## config.mk

```make
export PLATFORM = sky130hd
export DESIGN_NAME = fir_sample_filter
export DESIGN_NICKNAME = d
export VERILOG_FILES = /design/src/rtl/fir_filter_pkg.sv /design/src/rtl/fir_coef_rom.sv /design/src/rtl/fir_sample_filter.sv
export SDC_FILE = /design/constraint.sdc
export NUM_CORES = 1
export LEC_CHECK = 0
export ABC_CLOCK_PERIOD_IN_PS = 5200
export BUFFER_PORTS_ARGS = -buffer_cell sky130_fd_sc_hd__buf_4
export CAP_MARGIN = 20
export CORE_MARGIN = 4
export CORE_UTILIZATION = 55
export DETAILED_ROUTE_END_ITERATION = 10
export PLACE_DENSITY = 0.75
export SYNTH_ARGS = -nofsm -noshare
export SYNTH_HDL_FRONTEND = slang
export SYNTH_HIERARCHICAL = 1
export SYNTH_SLANG_ARGS = --single-unit
```

## constraint.sdc

```tcl
create_clock -name CLK_50M -period 5.2 [get_ports CLK_50M]
set_clock_uncertainty 0.05 [all_clocks]
set_input_delay 1.3 -clock CLK_50M [delete_from_list [all_inputs] [get_ports CLK_50M]]
set_output_delay 1.3 -clock CLK_50M [all_outputs]
set_load 0.05 [all_outputs]
```

## src/rtl/fir_filter_pkg.sv

```systemverilog
// Shared definitions for the FIR sample filter: mode encodings, the
// per-mode coefficient and shift tables, and the MAC sequencer states.
package fir_filter_pkg;

    localparam int NUM_MODES  = 4;
    localparam int DEF_TAPS   = 3;
    localparam int TBL_COEF_W = 4;

    typedef enum logic [1:0] {
        MODE_PASS  = 2'd0,
        MODE_DELAY = 2'd1,
        MODE_DIFF1 = 2'd2,
        MODE_DIFF2 = 2'd3
    } mode_e;

    typedef enum logic [1:0] {
        IDLE = 2'd0,
        MAC  = 2'd1,
        OUT  = 2'd2
    } state_e;

    typedef logic signed [TBL_COEF_W-1:0] coef_t;

    // Coefficients c0..c2 per mode; c0 multiplies the newest sample.
    localparam coef_t COEF_TABLE [NUM_MODES][DEF_TAPS] = '{
        '{ 4'sd1,  4'sd0,  4'sd0},   // PASS
        '{ 4'sd0,  4'sd1,  4'sd0},   // DELAY
        '{ 4'sd1, -4'sd1,  4'sd0},   // DIFF1
        '{ 4'sd3, -4'sd4,  4'sd1}    // DIFF2
    };

    // Right shift applied to the accumulator before output per mode.
    localparam logic [1:0] SHIFT_TABLE [NUM_MODES] = '{2'd0, 2'd0, 2'd0, 2'd1};

    // Taps past the defined set contribute nothing.
    function automatic coef_t coef_lookup(input mode_e m, input int unsigned k);
        coef_t c;
        c = '0;
        if (k < DEF_TAPS) begin
            c = COEF_TABLE[m][k[1:0]];
        end
        return c;
    endfunction

    function automatic logic [1:0] mode_shift(input mode_e m);
        return SHIFT_TABLE[m];
    endfunction

endpackage

```

## src/rtl/fir_coef_rom.sv

```systemverilog
// Combinational coefficient lookup: (mode, tap index) -> signed coefficient.
// Tap indices beyond the three defined taps return zero.
module fir_coef_rom
    import fir_filter_pkg::*;
#(
    parameter int COEF_W = 4,
    parameter int K_W    = 2
) (
    input  logic [1:0]               i_mode,
    input  logic [K_W-1:0]           i_k,
    output logic signed [COEF_W-1:0] o_coef
);

    coef_t w_tbl;

    // Table read, sign-extended (or narrowed) to the configured width.
    always_comb begin
        w_tbl = '0;
        w_tbl = coef_lookup(mode_e'(i_mode), 32'(i_k));
    end

    assign o_coef = COEF_W'(w_tbl);

endmodule

```

## src/rtl/fir_sample_filter.sv

```systemverilog
// FIR post-processor for ADC samples. One accepted sample starts a serial
// multiply-accumulate over the delay line (one tap per cycle), then the
// result is shifted, range-limited and registered with a one-cycle pulse.
// Build option: define FIR_SATURATE_EN to clamp out-of-range results;
// otherwise the low WIDTH bits are kept (two's-complement wrap).
module fir_sample_filter
    import fir_filter_pkg::*;
#(
    parameter int WIDTH  = 14,
    parameter int TAPS   = 3,
    parameter int COEF_W = 4,
    parameter int ACC_W  = WIDTH + COEF_W + $clog2(TAPS)
) (
    input  logic                    CLK_50M,
    input  logic                    RST,
    input  logic                    sample_valid,
    input  logic signed [WIDTH-1:0] sample_in,
    input  logic [1:0]              mode,
    input  logic                    clear_ovr,
    output logic signed [WIDTH-1:0] sample_out,
    output logic                    out_valid,
    output logic                    busy,
    output logic                    overrun
);

    localparam int              K_W    = $clog2(TAPS);
    localparam logic [K_W-1:0]  K_LAST = K_W'(TAPS - 1);

    localparam logic signed [WIDTH-1:0] OUT_MAX = {1'b0, {(WIDTH-1){1'b1}}};
    localparam logic signed [WIDTH-1:0] OUT_MIN = {1'b1, {(WIDTH-1){1'b0}}};

    state_e                   r_state;
    mode_e                    r_mode;
    logic [K_W-1:0]           r_k;
    logic signed [ACC_W-1:0]  r_acc;
    logic [TAPS-1:0][WIDTH-1:0] r_x;
    logic signed [WIDTH-1:0]  r_sample_out;
    logic                     r_out_valid;
    logic                     r_busy;
    logic                     r_overrun;

    logic                     w_accept;
    logic                     w_drop;
    logic signed [COEF_W-1:0] w_coef;
    logic signed [ACC_W-1:0]  w_coef_ext;
    logic signed [ACC_W-1:0]  w_x_ext;
    logic signed [ACC_W-1:0]  w_term;
    logic [1:0]               w_shift;
    logic signed [ACC_W-1:0]  w_shifted;
    logic signed [WIDTH-1:0]  w_result;

    // Samples are only taken while idle; the OUT cycle counts as busy.
    assign w_accept = sample_valid && (r_state == IDLE);
    assign w_drop   = sample_valid && (r_state != IDLE);

    fir_coef_rom #(
        .COEF_W (COEF_W),
        .K_W    (K_W)
    ) u_coef_rom (
        .i_mode (r_mode),
        .i_k    (r_k),
        .o_coef (w_coef)
    );

    // One product term per cycle, both operands widened before multiplying.
    assign w_coef_ext = ACC_W'(w_coef);
    assign w_x_ext    = ACC_W'($signed(r_x[r_k]));
    assign w_term     = w_coef_ext * w_x_ext;

    // Arithmetic shift floors toward minus infinity.
    assign w_shift   = mode_shift(r_mode);
    assign w_shifted = r_acc >>> w_shift;

`ifdef FIR_SATURATE_EN
    // Clamp the shifted result into the signed output range.
    always_comb begin
        w_result = w_shifted[WIDTH-1:0];
        if (w_shifted > ACC_W'(OUT_MAX)) begin
            w_result = OUT_MAX;
        end else if (w_shifted < ACC_W'(OUT_MIN)) begin
            w_result = OUT_MIN;
        end
    end
`else
    // Keep the low bits of the shifted result (wraps on overflow).
    always_comb begin
        w_result = w_shifted[WIDTH-1:0];
    end
`endif

    // Delay line: newest sample enters at x[0] on accept only.
    always_ff @(posedge CLK_50M) begin
        if (RST) begin
            r_x <= '0;
        end else if (w_accept) begin
            for (int i = TAPS - 1; i > 0; i--) begin
                r_x[i] <= r_x[i-1];
            end
            r_x[0] <= sample_in;
        end
    end

    // MAC sequencer IDLE -> MAC (TAPS cycles) -> OUT, with registered outputs.
    always_ff @(posedge CLK_50M) begin
        if (RST) begin
            r_state      <= IDLE;
            r_mode       <= MODE_PASS;
            r_k          <= '0;
            r_acc        <= '0;
            r_busy       <= 1'b0;
            r_out_valid  <= 1'b0;
            r_sample_out <= '0;
        end else begin
            r_out_valid <= 1'b0;
            case (r_state)
                IDLE: begin
                    if (sample_valid) begin
                        r_mode  <= mode_e'(mode);
                        r_acc   <= '0;
                        r_k     <= '0;
                        r_busy  <= 1'b1;
                        r_state <= MAC;
                    end
                end
                MAC: begin
                    r_acc <= r_acc + w_term;
                    if (r_k == K_LAST) begin
                        r_state <= OUT;
                    end else begin
                        r_k <= r_k + K_W'(1);
                    end
                end
                OUT: begin
                    r_sample_out <= w_result;
                    r_out_valid  <= 1'b1;
                    r_busy       <= 1'b0;
                    r_state      <= IDLE;
                end
                default: begin
                    r_state <= IDLE;
                end
            endcase
        end
    end

    // Sticky overrun: a drop in the same cycle as a clear keeps it set.
    always_ff @(posedge CLK_50M) begin
        if (RST) begin
            r_overrun <= 1'b0;
        end else if (w_drop) begin
            r_overrun <= 1'b1;
        end else if (clear_ovr) begin
            r_overrun <= 1'b0;
        end
    end

    assign sample_out = r_sample_out;
    assign out_valid  = r_out_valid;
    assign busy       = r_busy;
    assign overrun    = r_overrun;

endmodule

```

[Yosys cells after proc, flatten, opt, wreduce, memory -nomap -nowiden]
Cells that the tools add are included.
Word-level totals
  output and inout bits: 17
  word-level logic and storage cells: 64
  input bits: 20
  flip-flop bits (word level): 85
Operators by class
  reductions and logical operators: 12
  order comparisons: 4
  $add $sub $neg: 2
  bitwise gates (word level): 2
  muxes and demuxes: 25
  multiply operators: 1
  shift-type cells: 1
  equality and inequality tests: 6
Operators by type and width (count)
  20-bit one-hot mux with 2 select lines: 1
  14-bit binary-select mux with 2-bit select: 1
  12-bit binary-select mux with 2-bit select: 1
  12-bit two-way mux: 2
  20-bit by 18-bit adder with 20-bit output: 1
  20-bit two-way mux: 1
  20-bit by 2-bit >>> shifter with 14-bit output: 1
  4-bit by 14-bit multiplier with 18-bit output: 1
  14-bit two-way mux: 1
  2-bit two-way mux: 6
  4-bit two-way mux: 3
  4-bit binary-select mux with 2-bit select: 1
  2-bit one-hot mux with 2 select lines: 2
  2-bit AND reduction: 4
  2-bit nonzero test: 4
  3-bit greater-or-equal comparator, second input constant: 2
  2-bit inequality test, second input constant: 3
  2-bit inverter with 3-bit output: 2
  2-bit binary-select mux with 2-bit select: 1
  2-bit equality test, second input constant: 2
  1-bit two-way mux: 4
  2-bit by 3-bit < comparator with 1-bit output, second input constant: 1
  3-bit AND reduction: 1
  2-bit by 1-bit adder with 2-bit output, second input constant: 1
  5 further kinds: 6

[Depth between registers and ports, before layout]
Gate-level depths: netlist (run 1).
  depth in word-level cells: 11
  mapped depth: 20
  depth with buffers taken out: 19

[Modules after synthesis]
The synthesis (run 1) kept the hierarchy.
Modules (own cells, without submodules)
  fir_sample_filter: cells an instance 642, sequential area each 1601.5 um^2, instances 1, area each 5267.6 um^2
  fir_coef_rom: cells an instance 13, sequential area each 0.0 um^2, instances 1, area each 105.1 um^2

[Worst setup path before layout (run 1)]
OpenSTA, ideal clock, no wires.
  path type: register to register
  start: reg r_k[1]
  end: reg r_acc[14]
  stages on the path, launching flop included: 18
  path buffers: 3
  data arrival time: 4708 ps
  path slack: 325 ps
  library setup time: 117 ps
  cells stage by stage: dfxtp_1 -> buf_6 -> buf_2 -> clkbuf_1 -> o22ai_1 -> nand2b_1 -> fa_1 -> fa_1 -> fa_1 -> inv_1 -> fa_1 -> a211o_1 -> a21oi_2 -> a21oi_2 -> a311oi_2 -> o21ai_1 -> xnor2_1 -> a22o_1
Between the ends
  word-level cells in the longest chain between the ends: 8
RTL lines
  start, declared: line fir_sample_filter.sv:34  | logic [K_W-1:0] r_k;
  start signal, assigned: line fir_sample_filter.sv:130  | r_k <= r_k + K_W'(1);
  2-bit inverter with 3-bit output (not written as such): line fir_filter_pkg.sv:40  | c = COEF_TABLE[m][k[1:0]];
  4-bit binary-select mux with 2-bit select: line fir_filter_pkg.sv:40
  4-bit two-way mux (not written as such) (2 in series): line fir_filter_pkg.sv:40
  4-bit two-way mux: line fir_filter_pkg.sv:39  | if (k < DEF_TAPS) begin
  4-bit by 14-bit multiplier with 18-bit output *: line fir_sample_filter.sv:68  | assign w_term = w_coef_ext * w_x_ext;
  20-bit by 18-bit adder with 20-bit output *: line fir_sample_filter.sv:126  | r_acc <= r_acc + w_term;
  20-bit one-hot mux with 2 select lines *: line fir_sample_filter.sv:115  | case (r_state)
  end signal, assigned: line fir_sample_filter.sv:126
  end, declared: line fir_sample_filter.sv:35  | logic signed [ACC_W-1:0] r_acc;
Every way passes the cells marked *; elsewhere a longest branch is shown, timed or not. The select of a mux whose other input is x is not followed.
A chain may end at the register's enable or synchronous reset.

[Worst setup path in the final report (run 1)]
  start: reg r_mode[1]
  end: reg r_acc[14]
Between the ends
  word-level cells in the longest chain between the ends: 11
RTL lines
  start, declared: line fir_sample_filter.sv:33  | mode_e r_mode;
  start signal, assigned: line fir_sample_filter.sv:118  | r_mode <= mode_e'(mode);
  2-bit inverter with 3-bit output (not written as such): line fir_filter_pkg.sv:40
  12-bit binary-select mux with 2-bit select: line fir_filter_pkg.sv:40
  12-bit two-way mux (not written as such) (2 in series): line fir_filter_pkg.sv:40
  4-bit binary-select mux with 2-bit select: line fir_filter_pkg.sv:40
  4-bit two-way mux (not written as such) (2 in series): line fir_filter_pkg.sv:40
  4-bit two-way mux: line fir_filter_pkg.sv:39
  net w_coef[0]: line fir_sample_filter.sv:44  | logic signed [COEF_W-1:0] w_coef;
  4-bit by 14-bit multiplier with 18-bit output: line fir_sample_filter.sv:68
  20-bit by 18-bit adder with 20-bit output: line fir_sample_filter.sv:126
  20-bit one-hot mux with 2 select lines: line fir_sample_filter.sv:115
The timed path passes the listed nets, and every way through them passes these cells. The select of a mux whose other input is x is not followed.

==> key figures, run 1 <==
Critical path
  – Worst endpoint required time: 5390 ps
  – Crit path DAT: 5030 ps
  – Critical-path top delay cell: fa_1
  – Delay-heaviest family, CP: adder cells
  – Setup CP Type: flip-flop to flip-flop
  – Sequence of cells on the critical path: inv_1 > ha_1 > nor2b_1 > o32ai_2 > and2_1 > fa_1 > inv_1 > fa_1 > fa_1 > inv_1 > fa_1 > a211o_1 > a21oi_2 > a21oi_2 > a311oi_2 > o21ai_1 > xnor2_1 > a22o_1
  – CP bufs+invs: 3
  – Setup crit end kind: flip-flop
  – Startpoint Class: flip-flop
  – Critical path peak fanout: 4
  – Crit path top cell by count: fa_1
  – CP max stage delay: 540 ps

Routing
  – Routed length per placed instance: 13.2 um
  – DRT antenna net count: 0
  – Initial DRT Pass Iterations: 5
  – Post-route DRC violation count: 0
  – Drt via density: 5.26
  – Drt initial violations: 175
  – Routed WL: 10.7 mm
  – Routed vias: 4273

Power
  – Leakage: 0.00249 uW
  – Psw: 386 uW
  – Clk pwr share: 36.8%
  – P per Cell Area: 233 nW/um^2
  – Pint: 1010 uW
  – Sequential power share: 46.9%
  – Combinational power share: 16.3%
  – Worst IR Drop VDD: 0.176 mV
  – Net Sw Frac: 27.7%

Floorplanning
  – Core area: 9370 um^2
  – Starting Density: 57.3%
  – Top Ports: 37
  – Die Y: 107 um
  – Die W: 107 um
  – Std-Cell Rows: 35
  – Die Area: 11400 um^2

STA
  – Period minus WS final: 4850 ps
  – Max Slew Vio Count: 0
  – Final hold slack: 406 ps
  – Worst rel slew slack: 33.9%
  – Setup_tns: 0 ps
  – Tcrit/Tclk final: 93.2%
  – Fmax: 0.206 GHz
  – Worst-Margin Slew: 987 ps
  – Final Setup Violations: 0
  – Final hold violation count: 0
  – RSZ-0062 raised after global routing: no

Global routing
  – Vias in the first global route: 4156
  – Antenna violations before repair: 0
  – GR Overflow Total: 0
  – All-layer global routing usage: 19.9%
  – Largest net degree at the start of global routing: 79
  – First-pass GRT wire length: 18.7 mm

Synthesis
  – Synthesized area: 5370 um^2
  – Top_reg_cell synth: dfxtp_1
  – Post-synth EDFFs: 0
  – Netlist cell types: 47
  – Post-synthesis net count: 744
  – Synthesized flop and latch total: 80
  – Synth warnings: 6
  – Sequential share of the synthesized area: 29.8%
  – Post-synthesis async set-or-reset flop share: 0%
  – Synthesized area per cell: 8.20 um^2
  – Post-Synthesis Cells: 655

Layout
  – Share of layout cells above drive strength 1: 11.3%
  – Nets: 768
  – N_diodes: 0
  – Fill cell count: 805
  – P&R area growth vs syn: 11.2%
  – Most frequent cells in the layout: nand2_1 (125), dfxtp_1 (79), inv_1 (70)
  – Most common cell after layout, fill and taps aside: nand2_1

Clock tree
  – CTS Sinks: 80
  – Postcts setup bufs: 0
  – Worst-path clk slew: 80 ps
  – # H-tree levels: 3
  – Clock latency on the worst-skew pair: 340 ps
  – Cts bufs inserted: 9
  – Post-CTS Resized: 0
  – TritonCTS clock tree: done
  – Clock Path Buffers: 2
  – Post-CTS Hold Buffers: 0
  – Root Buffer: clkbuf_8

Status
  – Status: complete, no violations

Placed design
  – Hpwl dp: 8.28 mm
  – # port buffers: 36
  – Routability congestion estimate: 0.852

Run
  – MaxCap Viol Count: 0

Hold path
  – Min-Delay Path Class: flip-flop to flip-flop
power by group through the flow:
| stage | Clock, uW | Sequential, uW | Combinational (uW) |
|---|---|---|---|
| 3_5_place_dp | 0 | 667 | 226 |
| 4_1_cts | 526 | 652 | 228 |
| 5_1_grt | 552 | 656 | 260 |
| 6_report | 513 | 653 | 227 |
| 2_1_floorplan | 0 | 664 | 168 |
| 3_3_place_gp | 0 | 666 | 221 |
worst reg2reg max path: stages, from the launching register on:
cell and delay, ps:
dfxtp_1 440, inv_1 90, ha_1 190, nor2b_1 140, o32ai_2 300, and2_1 180, fa_1 410, inv_1 80
fa_1 430, fa_1 540, inv_1 70, fa_1 480, a211o_1 310, a21oi_2 170, a21oi_2 90, a311oi_2 320
o21ai_1 130, xnor2_1 130, a22o_1 190
per-stage QoR:
step / instances / cell area [um^2] / utilization (%) / setup WS (ps) / power (uW)
after global routing: 813 / 5980 / 63.8 / 60.6 / 1470
after CTS: 813 / 5980 / 63.8 / 254 / 1410
after floorplan: 655 / 5370 / - / 325 / 832
after global placement: 797 / 5750 / 61.3 / 410 / 886
final: 813 / 5980 / 63.8 / 354 / 1390
after detailed placement: 797 / 5750 / 61.3 / 292 / 893
registers in the layout, indices dropped and copies added, names as in the netlist:
name / flops
busy: 1
out_valid: 1
overrun: 1
r_acc: 15
r_k: 2
r_mode: 2
r_state: 2
r_x: 42
sample_out: 14
kinds of logic after synthesis:
kind of cell / after synthesis / share of synthesized area (%)
adders and majority gates: 69 / 21.1
xor gates and xnor gates: 16 / 2.61
and+or+nand+nor: 246 / 20.8
muxes: 15 / 2.79
DFF: 80 / 29.8
buffers and inverters: 108 / 8.10
AOI/OAI and AO/OA: 121 / 14.8
cells in the mapped netlist (9+ instances only):
cell type	count	share of area, %
nand2_1	125	8.7
dfxtp_1	80	30
inv_1	70	4.9
a21oi_1	55	5.1
nor2_1	38	2.7
and2_1	37	4.3
fa_1	36	13
ha_1	33	7.7
clkbuf_1	32	2.2
mux2i_1	15	2.8
nand3_1	15	1.4
nor2b_1	15	1.7
a311oi_1	14	2.3
xnor2_1	12	2.0
o22ai_1	11	1.3
a22oi_1	9	1.3
nand2b_1	9	1.0
area by class of cell:
type / count / area (um^2) / share of cell area, %
Multi-Input combinational cell: 467 / 3340 / 55.9
Clock buffer: 10 / 138 / 2.30
Tap cell: 129 / 161 / 2.70
Timing Repair Buffer: 51 / 383 / 6.41
Inverter: 70 / 263 / 4.40
Clock inverter: 6 / 91.3 / 1.53
Sequential cell: 80 / 1600 / 26.8
layer usage:
metal / GRT usage, % / wire, um
met5: 0 / 0
met4: 7.58 / 236
met3: 3.31 / 417
met2: 33.8 / 5200
met1: 25.4 / 4840
final timing paths:
path,startpoint,to,slack (ps),depth (start not counted)
setup / recovery,r_mode[1],r_acc[14],350,18
hold / removal,r_x[35],r_x[35],410,2
setup reg to reg,r_mode[1],r_acc[14],350,18
hold reg to reg,r_x[35],r_x[35],410,2
(Power assumes the default switching activity.)
==> run 2, diff against run 1 <==
PLACE_DENSITY = 0.76   (was 0.75)
SYNTH_HIERARCHICAL = unset   (was 1)
==> run 2 against run 1 <==
Clock power fell by 1%; global-route usage fell by 0.072 points; first-iteration DRC count rose by 13%; core utilization fell by 0.053 points; critical path depth fell by 2; wire length fell by 0.65%; maximum frequency rose by 0.38%; area after synthesis fell by 0.28%; combinational power rose by 6%; largest cell class unchanged.
==> key figures, run 2 <==
Global routing
  – GR Overflow Total: 0 (unchanged)
  – Largest net degree at the start of global routing: 80 (+1.3%)
  – Met3 usage: 3.91% (+0.60 points)
  – First-pass GRT wire length: 18.5 mm (-1.1%)
  – All-layer global routing usage: 19.8% (-0.072 points)
  – GRT met2 Usage: 33.2% (-0.63 points)
  – Antenna violations before repair: 0 (unchanged)
  – Vias in the first global route: 4033 (-3.0%)
  – GR Util met1: 26.2% (+0.86 points)
  – GRT Max-Usage Layer: met2

Layout
  – Max reg flops: 42 (unchanged)
  – P&R area growth vs syn: 11.5%
  – Most common cell after layout, fill and taps aside: nand2_1
  – Nets: 770 (+0.26%)
  – Share of layout cells above drive strength 1: 11.2% (-0.016 points)
  – Post-Layout Cell Count: 814 (+0.12%)
  – Biggest register: r_x
  – N_diodes: 0 (unchanged)
  – Most frequent cells in the layout: nand2_1 (114), dfxtp_1 (79), nor2_1 (74)

STA
  – Final hold slack: 411 ps (+5.27 ps)
  – Fmax: 0.207 GHz (+0.38%)
  – Tcrit/Tclk final: 92.8% (-0.35 points)
  – Period minus WS final: 4830 ps (-18.1 ps)
  – Worst rel slew slack: 32.8% (-1.1 points)
  – Worst-Margin Slew: 1000 ps (+16.2 ps)
  – Max Slew Vio Count: 0 (unchanged)
  – Final Setup Violations: 0 (unchanged)
  – RSZ-0062 raised after global routing: no
  – Final hold violation count: 0 (unchanged)
  – Setup_tns: 0 ps (unchanged)

Clock tree
  – Worst-path clk slew: 90 ps (about the same)
  – TritonCTS clock tree: done
  – Clock latency on the worst-skew pair: 360 ps (+20 ps)
  – CTS Sinks: 80 (unchanged)
  – Clock Path Buffers: 2 (unchanged)
  – Cts bufs inserted: 9 (unchanged)
  – Root Buffer: clkbuf_8
  – # H-tree levels: 3 (unchanged)

Floorplanning
  – Core area: 9370 um^2 (unchanged)
  – Starting Density: 57.2% (-0.16 points)
  – Die Area: 11400 um^2 (-0.26%)
  – Std-Cell Rows: 35 (unchanged)
  – Die W: 107 um (-0.13%)
  – Die Y: 107 um (-0.13%)
  – Top Ports: 37 (unchanged)

Critical path
  – RR Startpoint: r_mode[1]
  – Crit path DAT: 5040 ps (about the same)
  – Startpoint Class: flip-flop
  – Critical path peak fanout: 9 (+5)
  – Setup crit end kind: flip-flop
  – Worst Setup SP: r_mode[1]
  – Setup CP Type: flip-flop to flip-flop
  – Worst endpoint required time: 5420 ps (+30 ps)

Power
  – P per Cell Area: 234 nW/um^2 (+0.57%)
  – Worst IR Drop VDD: 0.252 mV (+44%)
  – Leakage: 0.00249 uW (+0.21%)
  – Tot Pwr: 1400 uW (+0.49%)

Synthesis
  – Sequential share of the synthesized area: 29.9% (+0.084 points)
  – Post-synthesis async set-or-reset flop share: 0% (unchanged)
  – Top_reg_cell synth: dfxtp_1
  – Post-synth top cells: nand2_1 (114), dfxtp_1 (80), a21oi_1 (76), nor2_1 (74), inv_1 (69)
  – Mux cell area share after synthesis: 5.42% (+2.6 points)
  – Synthesized area per cell: 8.13 um^2 (-0.88%)
  – Post-synthesis net count: 749 (+0.67%)
  – Post-synth top area cell: dfxtp_1
  – Post-synth EDFFs: 0 (unchanged)
  – Post-Synthesis Cells: 659 (+0.61%)
  – Top post-synthesis cells by area: dfxtp_1 (30%), fa_1 (13%), nand2_1 (8.0%)
  – Share of the synthesized area in the top cell type: 29.9% (+0.084 points)
  – Synthesized flop and latch total: 80 (unchanged)
  – Synth warnings: 0 (-6)
  – Largest family of logic cells by synthesized area: adder cells
  – Most common cell in the synthesized netlist: nand2_1
  – XOR/XNOR Fraction of Synth Area: 2.71% (+0.10 points)
  – Netlist cell types: 49 (+4.3%)
  – Synth Area in Simple Gates: 18.1% (-2.6 points)
  – Compound-Gate Fraction of Synth Area: 14.5% (-0.33 points)
  – Synthesized area: 5360 um^2 (-0.28%)
  – Post-Synth Adder-Cell Area: 21.4% (+0.29 points)

Placed design
  – Placed instance count: 796 (-0.13%)
  – Routability congestion estimate: 0.946 (+11%)
  – Hpwl dp: 7.87 mm (-5.0%)
  – # port buffers: 36 (unchanged)

Status
  – Status: complete, no violations

Run
  – MaxCap Viol Count: 0 (unchanged)

Routing
  – Routed length per placed instance: 13.0 um (-0.78%)
  – Routed vias: 4274 (+0.023%)
  – DRT antenna net count: 0 (unchanged)
  – Post-route DRC violation count: 0 (unchanged)
  – Routed WL: 10.6 mm (-0.65%)
  – Drt initial violations: 198 (+13%)
  – Drt via density: 5.25 (about the same)
  – Initial DRT Pass Iterations: 4 (-1)

Hold path
  – Min-Delay Path Class: flip-flop to flip-flop
  – HP Start: r_x[29]
==> run 2: cell type report <==
class | count | area (um^2)
fill | 886 | 3400
multi-input combinational | 470 | 3350
sequential | 80 | 1600
timing repair buffer | 49 | 372
inverter | 70 | 267
tap | 129 | 161
clock buffer | 10 | 128
clock inverter | 6 | 92.6
==> run 2: worst paths after layout <==
| kind | end | cells past startpoint | slack, ps |
|---|---|---|---|
| worst max-delay path | r_acc[13] | 16 | 370 |
| worst min-delay path | r_x[29] | 2 | 410 |
| worst max register to register | r_acc[13] | 16 | 370 |
| worst min register to register | r_x[29] | 2 | 410 |
==> run 2: kinds of logic (layout without fill, tap and decap cells) <==
kind of cell / count (synthesis) / count (layout)
buffers and inverters: 109 / 135
DFF: 80 / 80
xor gates and xnor gates: 15 / 15
muxes: 29 / 29
and+or+nand+nor: 229 / 229
adders and majority gates: 70 / 70
AOI/OAI and AO/OA: 127 / 127
==> run 2: worst max-delay path: stages (launching register included) <==
cell and delay (ps):
dfxtp_1 440, ha_1 240, mux2i_1 80, or3_4 380, nor2_1 160, fa_1 460
fa_1 540, inv_1 50, fa_1 520, inv_1 40, ha_1 360, a41o_1 270
a21oi_1 130, o31a_1 220, o21ai_1 120, or4b_1 470, a311oi_1 200
==> run 2: repair_timing <==
action | CTS | global route
resized for setup | 0 | 8
setup endpoints to repair | 0 | 2
buffers inserted | 0 | 2
hold buffers | 0 | 0
==> run 2: per-layer routing <==
metal | up-vias | share of wire [%]
met3 | 21 | 3.6
met4 | 0 | 1.5
met1 | 1995 | 46
met5 | - | 0
met2 | 77 | 49
li1 | 2181 | -
==> run 2: where the power goes <==
group	total (uW)	internal [uW]	switching, uW
sequential	652	633	19.8
clock	507	273	234
combinational	240	91.9	148
total	1400	997	402
==> run 2: metrics by stage <==
stage	util (%)	setup WS, ps	cell area, um^2
2_1_floorplan	-	320	5360
3_3_place_gp	60.9	396	5710
3_5_place_dp	60.9	232	5710
4_1_cts	63.3	223	5930
5_1_grt	63.7	31.9	5970
6_report	63.7	372	5970
